**config.mk**
```make
export PLATFORM = sky130hd
export DESIGN_NAME = sevenseg_capture
export DESIGN_NICKNAME = d
export VERILOG_FILES = /design/src/rtl/sevenseg_capture.sv
export SDC_FILE = /design/constraint.sdc
export NUM_CORES = 1
export LEC_CHECK = 0
export CORE_MARGIN = 4
export CORE_UTILIZATION = 49
export DETAILED_ROUTE_END_ITERATION = 8
export GPL_TIMING_DRIVEN = 0
export PLACE_DENSITY_LB_ADDON = 0.12
export SETUP_SLACK_MARGIN = 0.02
export SYNTH_ARGS = -nofsm -noshare
export SYNTH_HDL_FRONTEND = slang
export SYNTH_SLANG_ARGS = --single-unit
```
**constraint.sdc**
```tcl
create_clock -name i_clk -period 2.33 [get_ports i_clk]
set_input_delay 0.466 -clock i_clk [delete_from_list [all_inputs] [get_ports i_clk]]
set_output_delay 0.466 -clock i_clk [all_outputs]
set_load 0.005 [all_outputs]
```
**src/rtl/sevenseg_capture.sv**
```systemverilog
// Seven-segment capture monitor: recovers hex digits from the multiplexed,
// active-low anode/segment lines of a four-digit display.
module sevenseg_capture #(
  parameter int unsigned STABLE_CYCLES = 4
) (
  input  logic        i_clk,
  input  logic        i_reset,
  input  logic [3:0]  i_an_n,
  input  logic [6:0]  i_seg_n,
  output logic [15:0] o_digits,
  output logic [3:0]  o_valid,
  output logic [3:0]  o_bad,
  output logic        o_update
);

  localparam int CW = $clog2(STABLE_CYCLES + 1);

  typedef enum logic [1:0] {
    S_IDLE,
    S_COUNT,
    S_DONE
  } state_t;

  state_t        state_q;
  logic [CW-1:0] cnt_q;
  logic [CW-1:0] cnt_inc;
  logic [3:0]    r_an_q;
  logic [6:0]    r_seg_q;
  logic [15:0]   digits_q, digits_d;
  logic [3:0]    valid_q, valid_d;
  logic [3:0]    bad_q, bad_d;
  logic          update_q;

  logic       onehot;
  logic [1:0] idx;
  logic       match;
  logic       done_cnt;
  logic       cap;
  logic       known;
  logic [3:0] value;

  function automatic logic [4:0] decode(input logic [6:0] seg);
    logic [4:0] r;
    r = 5'b0_0000;
    case (seg)
      7'h40:   r = {1'b1, 4'h0};
      7'h79:   r = {1'b1, 4'h1};
      7'h24:   r = {1'b1, 4'h2};
      7'h30:   r = {1'b1, 4'h3};
      7'h19:   r = {1'b1, 4'h4};
      7'h12:   r = {1'b1, 4'h5};
      7'h02:   r = {1'b1, 4'h6};
      7'h78:   r = {1'b1, 4'h7};
      7'h00:   r = {1'b1, 4'h8};
      7'h18:   r = {1'b1, 4'h9};
      7'h08:   r = {1'b1, 4'hA};
      7'h03:   r = {1'b1, 4'hB};
      7'h27:   r = {1'b1, 4'hC};
      7'h21:   r = {1'b1, 4'hD};
      7'h06:   r = {1'b1, 4'hE};
      7'h0E:   r = {1'b1, 4'hF};
      default: r = 5'b0_0000;
    endcase
    return r;
  endfunction

  always_comb begin
    onehot = 1'b1;
    idx    = 2'd0;
    case (i_an_n)
      4'b1110: idx = 2'd0;
      4'b1101: idx = 2'd1;
      4'b1011: idx = 2'd2;
      4'b0111: idx = 2'd3;
      default: onehot = 1'b0;
    endcase
  end

  assign match    = ({i_an_n, i_seg_n} == {r_an_q, r_seg_q});
  assign cnt_inc  = cnt_q + CW'(1);
  assign done_cnt = (cnt_inc == CW'(STABLE_CYCLES));
  assign {known, value} = decode(i_seg_n);
  assign cap = (state_q == S_COUNT) && onehot && match && done_cnt;

  always_comb begin
    digits_d = digits_q;
    valid_d  = valid_q;
    bad_d    = bad_q;
    if (cap) begin
      if (known) begin
        digits_d[{idx, 2'b00} +: 4] = value;
        valid_d[idx] = 1'b1;
        bad_d[idx]   = 1'b0;
      end else if (i_seg_n == 7'h7F) begin
        valid_d[idx] = 1'b0;
        bad_d[idx]   = 1'b0;
      end else begin
        valid_d[idx] = 1'b0;
        bad_d[idx]   = 1'b1;
      end
    end
  end

  always_ff @(posedge i_clk) begin
    if (i_reset) begin
      state_q  <= S_IDLE;
      cnt_q    <= '0;
      r_an_q   <= 4'hF;
      r_seg_q  <= 7'h7F;
      digits_q <= '0;
      valid_q  <= '0;
      bad_q    <= '0;
      update_q <= 1'b0;
    end else begin
      r_an_q   <= i_an_n;
      r_seg_q  <= i_seg_n;
      digits_q <= digits_d;
      valid_q  <= valid_d;
      bad_q    <= bad_d;
      update_q <= cap;
      case (state_q)
        S_IDLE: begin
          if (onehot) begin
            state_q <= S_COUNT;
            cnt_q   <= CW'(1);
          end
        end
        S_COUNT: begin
          if (!onehot) begin
            state_q <= S_IDLE;
            cnt_q   <= '0;
          end else if (!match) begin
            cnt_q <= CW'(1);
          end else begin
            cnt_q <= cnt_inc;
            if (done_cnt) state_q <= S_DONE;
          end
        end
        S_DONE: begin
          if (!onehot) begin
            state_q <= S_IDLE;
            cnt_q   <= '0;
          end else if (!match) begin
            state_q <= S_COUNT;
            cnt_q   <= CW'(1);
          end
        end
        default: begin
          state_q <= S_IDLE;
          cnt_q   <= '0;
        end
      endcase
    end
  end

  assign o_digits = digits_q;
  assign o_valid  = valid_q;
  assign o_bad    = bad_q;
  assign o_update = update_q;

endmodule

```
; Word level (Yosys, flattened, before mapping)
; Index checks and enable logic that the tools add are counted.
[classes]
add_sub_neg = 2
order_cmp = 2
eq_ne = 28
shift = 2
muxes = 22
n_bitwise = 5
reduce_logical = 10
[ops]
columns = op, count
row1 = 5-bit one-hot mux with 16 select lines, 1
row2 = "7-bit by 6-bit equality test with 1-bit output, second input constant", 4
row3 = "7-bit equality test, second input constant", 4
row4 = "7-bit by 5-bit equality test with 1-bit output, second input constant", 3
row5 = 16-bit bitwise mux, 1
row6 = "4-bit by 6-bit variable shift with 16-bit output, first input constant", 1
row7 = 4-bit by 6-bit indexed part select with 16-bit output, 1
row8 = 3-bit 2-to-1 mux, 5
row9 = "7-bit by 2-bit equality test with 1-bit output, second input constant", 2
row10 = "7-bit by 4-bit equality test with 1-bit output, second input constant", 2
row11 = "4-bit equality test, second input constant", 3
row12 = 2-bit 2-to-1 mux, 6
row13 = 4-bit 2-to-1 mux, 3
row14 = 2-bit one-hot mux with 3 select lines, 2
row15 = 11-bit equality test, 1
row16 = "3-bit != test, second input constant", 3
row17 = 3-bit one-hot mux with 3 select lines, 1
row18 = 4-bit bitwise AND, 2
row19 = 4-bit OR, 2
row20 = "7-bit by 3-bit equality test with 1-bit output, second input constant", 1
row21 = 7-bit zero test, 1
row22 = 4-bit negator with 6-bit output, 1
row23 = "4-bit by 3-bit equality test with 1-bit output, second input constant", 1
row24 = 1-bit logical AND, 4
row25 = other kinds (14), 16
[word_totals]
reg_bits = 41
input_bits = 13
output_inout_bits = 25
wordCells = 79

; Depth between registers and ports, before layout
; Gate-level depths: netlist of the first run.
[logic_depth]
ltp_word = 10
mapped_depth = 9
ltp_nobuf = 8

; Least setup slack after synthesis of the first run
; No wires, ideal clock.
[synth_path]
path_kind = input to register
start = input i_an_n[3]
end = register digits_q[11], in the netlist o_digits[11]
setup_time_ns = 0.072
t_arrival_ns = 2.198
required_ns = 2.258
setup_slack_ns = 0.060
stages = 9
cell_sequence = buf_2 xnor2_1 or2_2 inv_1 ha_1 nand2_1 or3_4 a311oi_4 mux2i_1
[synth_between]
elab_chain_cells = 7
word_cells_on_any_way = 16
cone_classes = add/sub: 1 / eq/ne: 5 / shift: 2 / mux: 3 / reduce/logical: 5
[synth_rtl]
columns = element, line_no
row1 = start: declaration, 8  ; input logic [3:0] i_an_n,
row2 = branches (longest 7 deep; another with 4-bit negator with 6-bit output), n/a
row3 = end signal: assignment, 117  ; digits_q <= digits_d;
row4 = end: declaration, 29  ; logic [15:0] digits_q, digits_d;
; Several ways; the timed one is not identified.
; A chain may end at the register's enable or synchronous reset.

; Worst setup path in the final report of the first run
[layout_path]
start = input i_an_n[0]
end = register digits_q[8], in the netlist o_digits[8]
; Same word-level chain as after synthesis.

==> impl_metrics.ini, run 1 <==
[route]
ant_nets = 0
detail_route.first_pass.iterations = 4
drc = 0
detailedRoute.firstIterationViolations = 95
routed_wl_microns = 5740
vias = 2164
wl_per_cell_microns = 14.9
post_dr_vias_cell = 5.61

[logic_synthesis]
yosysSeqAreaShare_pct = 33.5
asyncSetResetFlopFracSynth_pct = 0
yosysUniqueCellTypes = 53
syn-mean-instance-area_sq_um = 8.92
synth_common_cells = sky130_fd_sc_hd__dfxtp_1 (41), sky130_fd_sc_hd__nand2_1 (25), sky130_fd_sc_hd__nand2b_1 (20)
netlist.area_leader.share_pct = 33.5
syn-cell-area_sq_um = 2450
netlist_top_cells_area = sky130_fd_sc_hd__dfxtp_1 (33%), sky130_fd_sc_hd__nand2b_1 (5.1%), sky130_fd_sc_hd__mux2i_1 (4.9%)
ys_warn_count = 0
synth_cells = 275
area_leader_netlist = sky130_fd_sc_hd__dfxtp_1
edff_count_synth = 0
synth_seq_cells = 41
syn_nets = 294
synth.most_common_cell = sky130_fd_sc_hd__dfxtp_1
synth_flop_cell = sky130_fd_sc_hd__dfxtp_1

[placement]
port-buffer-count = 33
place.gp.congestion = 0.888
detailedPlacementHpwl_microns = 4200
dpl.cell_count = 375

[worst_setup_path]
worstPathArrival_ns = 2.43
worst_path_required_ns = 2.56
critical_path.max_fanout = 6
setup.worst_path.start_class = primary input
path_class = in -> reg
reg2reg_depth = 6
end_kind = flip-flop

[floorplan]
design.portCount = 38
placeableCoreArea_sq_um = 4790
floorplan.die.width_microns = 78.7
die_area_sq_um = 6200
die_y_microns = 78.7
floorplan.rows = 25
start_util_pct = 51.2

[power]
clock_power_share_pct = 39.5
power_leakage_uw = 0.00113
powerDensity_nw_per_um2 = 488
net_switching_component_of_the_power_uw = 373
cell_internal_pwr_uw = 1140
vdd_drop_max_mv = 0.321
netSwitchingFraction_pct = 24.6
power.share.sequential_pct = 47.6
pwr-share-comb_pct = 12.9

[clocking]
clk_pin_slew_ns = 0.08
cts.hold.buffers_added = 0
cts-root-to-sink-buffers = 2
cts_inserted_buffers = 5
clock_tree_from_tritoncts = done
cts.htree.levels = 2
clock_sink_count = 41
worst_skew_pair_latency_ns = 0.29
cts-root-buf = sky130_fd_sc_hd__clkbuf_8

[timing]
timing.final.hold_violations = 0
setup_violations = 0
layout_worst_path_cycle_share_pct = 94.7
max-slew-margin-rel_pct = 66.8
max_freq_mhz = 453
final_period_minus_worst_setup_slack_ns = 2.21
maxSlewViolCount = 0
rsz0062_at_grt = false
finClkSkew_ns = 0.00902
worst-slew-pin-transition_ns = 0.492

[global_route]
pin_count_of_the_biggest_net_entering_global_routing = 14
groute.usage.overall_pct = 19.8
antenna_found_initial = 0
grt-ovfl-total = 0
wire_length_of_the_first_global_routing_pass_microns = 9800
first_global_vias = 2049

[finish]
drive_above_1_share_pct = 19.7
layout.core_utilization_pct = 64.9
fill_cells = 428
final-instance-count-excl-fill = 386
finalNetCount = 337
area_delta_synth_final_pct = 26.7
antenna_cells = 0

[run_status]
status = complete, no violations

[worst_hold_path]
hold_path_class = reg -> reg
timing.hold.worst_path_depth = 2

[flow_run]
cap_violations = 0
[power by group through the flow]
stage          Combinational, uW  Sequential [uW]  Clock, uW
2_1_floorplan                131              736          0
3_3_place_gp                 182              738          0
3_5_place_dp                 184              738          0
4_1_cts                      191              722        611
5_1_grt                      216              724        646
6_report                     195              722        600
[layer usage]
metal	routed length [microns]	share of wire [%]	track usage [%]
met2	2690	47	31.5
met3	261	4.5	4.08
met1	2740	48	27.3
met5	0	0	0
met4	48	0.84	5.59
[worst paths after layout]
check | start | endpoint | slack (ns)
max | i_an_n[0] | o_digits[8] | 0.12
min reg2reg | o_digits[10] | o_digits[10] | 0.48
min | o_digits[10] | o_digits[10] | 0.48
max reg2reg | cnt_q[0] | o_digits[1] | 0.16
[stage by stage]
stage	worst slack, ns	hold slack [ns]	instance area, sq um	TNS [ns]	total power, uW
final	0.124	0.475	3110	0	1520
after global routing	0.0230	0.482	3110	0	1590
after detailed placement	-0.632	0.460	2870	-14.01	922
after global placement	-0.615	0.457	2870	-13.22	920
after floorplan	0.0596	0.458	2450	0	867
after CTS	0.0302	0.469	3070	0	1520
[cell type report]
cell class | count | area (sq um) | share of cell area (%)
Multi-Input combinational cell | 212 | 1620 | 52.1
Inverter | 2 | 7.51 | 0.242
Timing Repair Buffer | 36 | 348 | 11.2
Clock buffer | 6 | 82.6 | 2.66
Clock inverter | 2 | 37.5 | 1.21
Tap cell | 67 | 83.8 | 2.70
Buffer | 20 | 109 | 3.50
Sequential cell | 41 | 821 | 26.4
[what timing repair did]
| action | CTS | global route |
|---|---|---|
| pin swaps | 4 | 3 |
| endpoints found under the hold margin | 0 | 0 |
| resized for setup | 21 | 17 |
| setup endpoints to repair | 25 | 25 |
| setup buffers | 3 | 0 |
[cell usage in the layout, fill, tap and decap left out, types with 3 or more instances in the layout]
cell type / count
sky130_fd_sc_hd__buf_2: 8
sky130_fd_sc_hd__a21boi_0: 4
sky130_fd_sc_hd__buf_6: 5
sky130_fd_sc_hd__mux2i_1: 12
sky130_fd_sc_hd__o21ba_1: 3
sky130_fd_sc_hd__nand2_1: 24
sky130_fd_sc_hd__nand4b_1: 3
sky130_fd_sc_hd__or2_2: 11
sky130_fd_sc_hd__o21ai_1: 3
sky130_fd_sc_hd__ha_1: 6
sky130_fd_sc_hd__nor3_1: 7
sky130_fd_sc_hd__clkdlybuf4s50_1: 25
sky130_fd_sc_hd__nor2_1: 7
sky130_fd_sc_hd__nand2b_1: 20
sky130_fd_sc_hd__xnor2_1: 12
sky130_fd_sc_hd__dlygate4sd2_1: 4
sky130_fd_sc_hd__nor2b_1: 6
sky130_fd_sc_hd__clkbuf_2: 3
sky130_fd_sc_hd__clkbuf_8: 6
sky130_fd_sc_hd__a311oi_4: 4
sky130_fd_sc_hd__a21oi_1: 3
sky130_fd_sc_hd__o21ai_0: 16
sky130_fd_sc_hd__nand3_1: 6
sky130_fd_sc_hd__xor2_1: 3
sky130_fd_sc_hd__a31oi_1: 3
sky130_fd_sc_hd__or3_4: 5
sky130_fd_sc_hd__clkbuf_1: 8
sky130_fd_sc_hd__nand4_1: 8
sky130_fd_sc_hd__dfxtp_1: 41
[kinds of logic after synthesis]
kind of cell	after synthesis	synth area share, %
compound gates	52	17.7
buf+inv	22	4.44
fa+ha+maj	6	3.06
flops	41	33.5
simple gates	125	30.4
xor+xnor	17	6.07
mux	12	4.90
[critical path, stage by stage]
cell                              delay, ns
sky130_fd_sc_hd__clkdlybuf4s15_1       0.29
sky130_fd_sc_hd__nand2_1               0.13
sky130_fd_sc_hd__or2_4                 0.27
sky130_fd_sc_hd__inv_1                 0.08
sky130_fd_sc_hd__ha_1                  0.14
sky130_fd_sc_hd__nand2_1               0.06
sky130_fd_sc_hd__or3_4                 0.37
sky130_fd_sc_hd__a311oi_4              0.28
sky130_fd_sc_hd__buf_6                 0.17
sky130_fd_sc_hd__mux2i_1               0.18
No activity file was read; power rests on OpenSTA's default activity.
==> run 2: changes to the inputs <==
--- a/config.mk
+++ b/config.mk
@@ -6,4 +6,5 @@
 export NUM_CORES = 1
 export LEC_CHECK = 0
+export CAP_MARGIN = 10
 export CORE_MARGIN = 4
 export CORE_UTILIZATION = 49
==> constraint.sdc (replaced) <==
create_clock -name i_clk -period 1.84 [get_ports i_clk]
set_input_delay 0.368 -clock i_clk [delete_from_list [all_inputs] [get_ports i_clk]]
set_output_delay 0.368 -clock i_clk [all_outputs]
set_load 0.01 [all_outputs]
==> run 2 against run 1 <==
  * The run now ends with negative setup slack left
  * Clock-buffer cell count decreased by 1
  * Critical path depth down 2
  * Design area rose by 19%
  * Clock skew shrank 0.0032 ns
  * Die area stayed put
  * Non-clock buffer count grew 36
  * Core utilization rose by 12 points
  * Global-route usage up 3.3 points
  * Cell count up 9.1%
  * Sequential power rose by 27%
==> impl_metrics.ini, run 2 (synthesized netlist as in run 1, its figures left out) <==
[run_status]
status = complete, but fails checks
failing_checks = negative setup slack

[clocking]
worst_skew_pair_latency_ns = 0.30
cts_inserted_buffers = 5
clock_sink_count = 41
cts-root-to-sink-buffers = 2
cts-root-buf = sky130_fd_sc_hd__clkbuf_8
cts.htree.levels = 2
clk_pin_slew_ns = 0.08
clock_tree_from_tritoncts = done

[timing]
maxSlewViolCount = 0
finClkSkew_ns = 0.00578
max-slew-margin-rel_pct = 51.3
final_period_minus_worst_setup_slack_ns = 1.99
worst_slack_ns = -0.149
layout_worst_path_cycle_share_pct = 108
setup_violations = 26
rsz0062_at_grt = true
timing.final.hold_violations = 0
max_freq_mhz = 503
worst-slew-pin-transition_ns = 0.721

[worst_setup_path]
crit_path_cell_trace = clkdlybuf4s15_2 > xnor2_1 > nand4_1 > or3_4 > buf_8 > a311oi_4 > buf_6 > mux2i_1
setup.worst_path.start_class = primary input
worst_path_required_ns = 2.06
path_class = in -> reg
end_kind = flip-flop
worstPathArrival_ns = 2.21
critical_path.max_fanout = 6
reg2reg_depth = 7
cp_slowest_cell = sky130_fd_sc_hd__or3_4
max_stage_delay_ns = 0.44

[route]
vias = 2429
drc = 0
ant_nets = 0
detail_route.first_pass.iterations = 5
detailedRoute.firstIterationViolations = 146
routed_wl_microns = 7480
post_dr_vias_cell = 5.77
wl_per_cell_microns = 17.8

[finish]
area_delta_synth_final_pct = 50.6
finalNetCount = 373
drive_above_1_share_pct = 41.2
post_layout_instance_area_sq_um = 3690
antenna_cells = 0
most-common-layout-cells = sky130_fd_sc_hd__buf_4 (36), sky130_fd_sc_hd__dfxtp_1 (32), sky130_fd_sc_hd__clkdlybuf4s50_1 (25)
layout.core_utilization_pct = 77.2
layout_commonest_cell = sky130_fd_sc_hd__buf_4

[global_route]
first_global_vias = 2313
groute.usage.overall_pct = 23.1
wire_length_of_the_first_global_routing_pass_microns = 11300
pin_count_of_the_biggest_net_entering_global_routing = 13
grt-ovfl-total = 0
antenna_found_initial = 0

[power]
powerDensity_nw_per_um2 = 543
power_leakage_uw = 0.00138
vdd_drop_max_mv = 0.392

[floorplan]
start_util_pct = 51.2
placeableCoreArea_sq_um = 4790
design.portCount = 38
floorplan.rows = 25
floorplan.die.width_microns = 78.7
die_area_sq_um = 6200
die_y_microns = 78.7

[placement]
detailedPlacementHpwl_microns = 4190
place.gp.congestion = 0.831
placement.cell_area_sq_um = 2920
port-buffer-count = 33

[worst_hold_path]
hold_path_class = in -> reg
timing.hold.worst_path_depth = 2

[flow_run]
cap_violations = 0
[run 2: changes by cell type in the layout (fill, tap and decap cells not counted), moves of 5 or more]
cell | before | now
sky130_fd_sc_hd__buf_4 | 1 | 36
sky130_fd_sc_hd__nor3_1 | 7 | 2
sky130_fd_sc_hd__nand2_1 | 24 | 19
sky130_fd_sc_hd__clkdlybuf4s15_2 | 0 | 5
sky130_fd_sc_hd__buf_6 | 5 | 11
sky130_fd_sc_hd__xnor2_1 | 12 | 6
sky130_fd_sc_hd__xnor2_2 | 1 | 6
sky130_fd_sc_hd__dfxtp_2 | 0 | 8
sky130_fd_sc_hd__buf_2 | 8 | 3
sky130_fd_sc_hd__dfxtp_1 | 41 | 32
sky130_fd_sc_hd__nand2_2 | 1 | 6
[run 2: what timing repair did]
action / 4_1_cts / 5_1_grt
buffers inserted: 28 / 12
resized for setup: 81 / 39
pin swaps: 23 / 30
setup endpoints to repair: 30 / 27
hold buffers: 0 / 0
[run 2: worst max-delay path: cells and delay by family]
| kind | cells | cell delay (ns) |
|---|---|---|
| xor+xnor | 1 | 0.20 |
| buf+inv | 3 | 0.56 |
| compound gates | 1 | 0.27 |
| mux | 1 | 0.18 |
| simple gates | 2 | 0.62 |
[run 2: report_power, final]
group          leakage, uW  switching [uW]  internal [uW]
registers         0.000335            12.5            905
logic             0.000992             193            173
clock network    0.0000540             327            395
[run 2: final timing paths]
check              start          end  slack, ns
max           i_seg_n[2]  o_digits[8]      -0.15
min            i_an_n[1]    r_an_q[1]       0.31
max reg2reg   r_seg_q[2]  o_digits[8]      -0.15
min reg2reg  o_digits[7]  o_digits[7]       0.48
[run 2: through the flow]
step	setup slack [ns]	std cells	hold slack [ns]	power, uW	setup TNS [ns]
after floorplan	-0.245	275	0.458	1110	-3.40
after detailed placement	-1.10	375	0.457	1180	-26.45
after global placement	-1.07	375	0.458	1180	-26.08
after CTS	-0.0313	409	0.297	1960	-0.196
after global routing	-0.216	421	0.301	2080	-3.92
final	-0.149	421	0.310	2000	-2.10
[run 2: layout make-up]
type,instances,area (sq um)
clock buffers,5,68.8
fillers,303,1090
repair buffers,73,684
inverters,2,12.5
flip-flops and latches,41,835
multi-input cells,212,1830
well taps,67,83.8
clock inverters,2,35.0
plain buffers,19,144
[run 2: metal layers]
metal / vias to the layer above / GRT usage [%] / share of wire [%]
li1: 1149 / - / -
met5: - / 0 / 0
met2: 78 / 39.8 / 51
met4: 0 / 9.44 / 1.9
met1: 1187 / 28.7 / 43
met3: 15 / 3.51 / 3.2
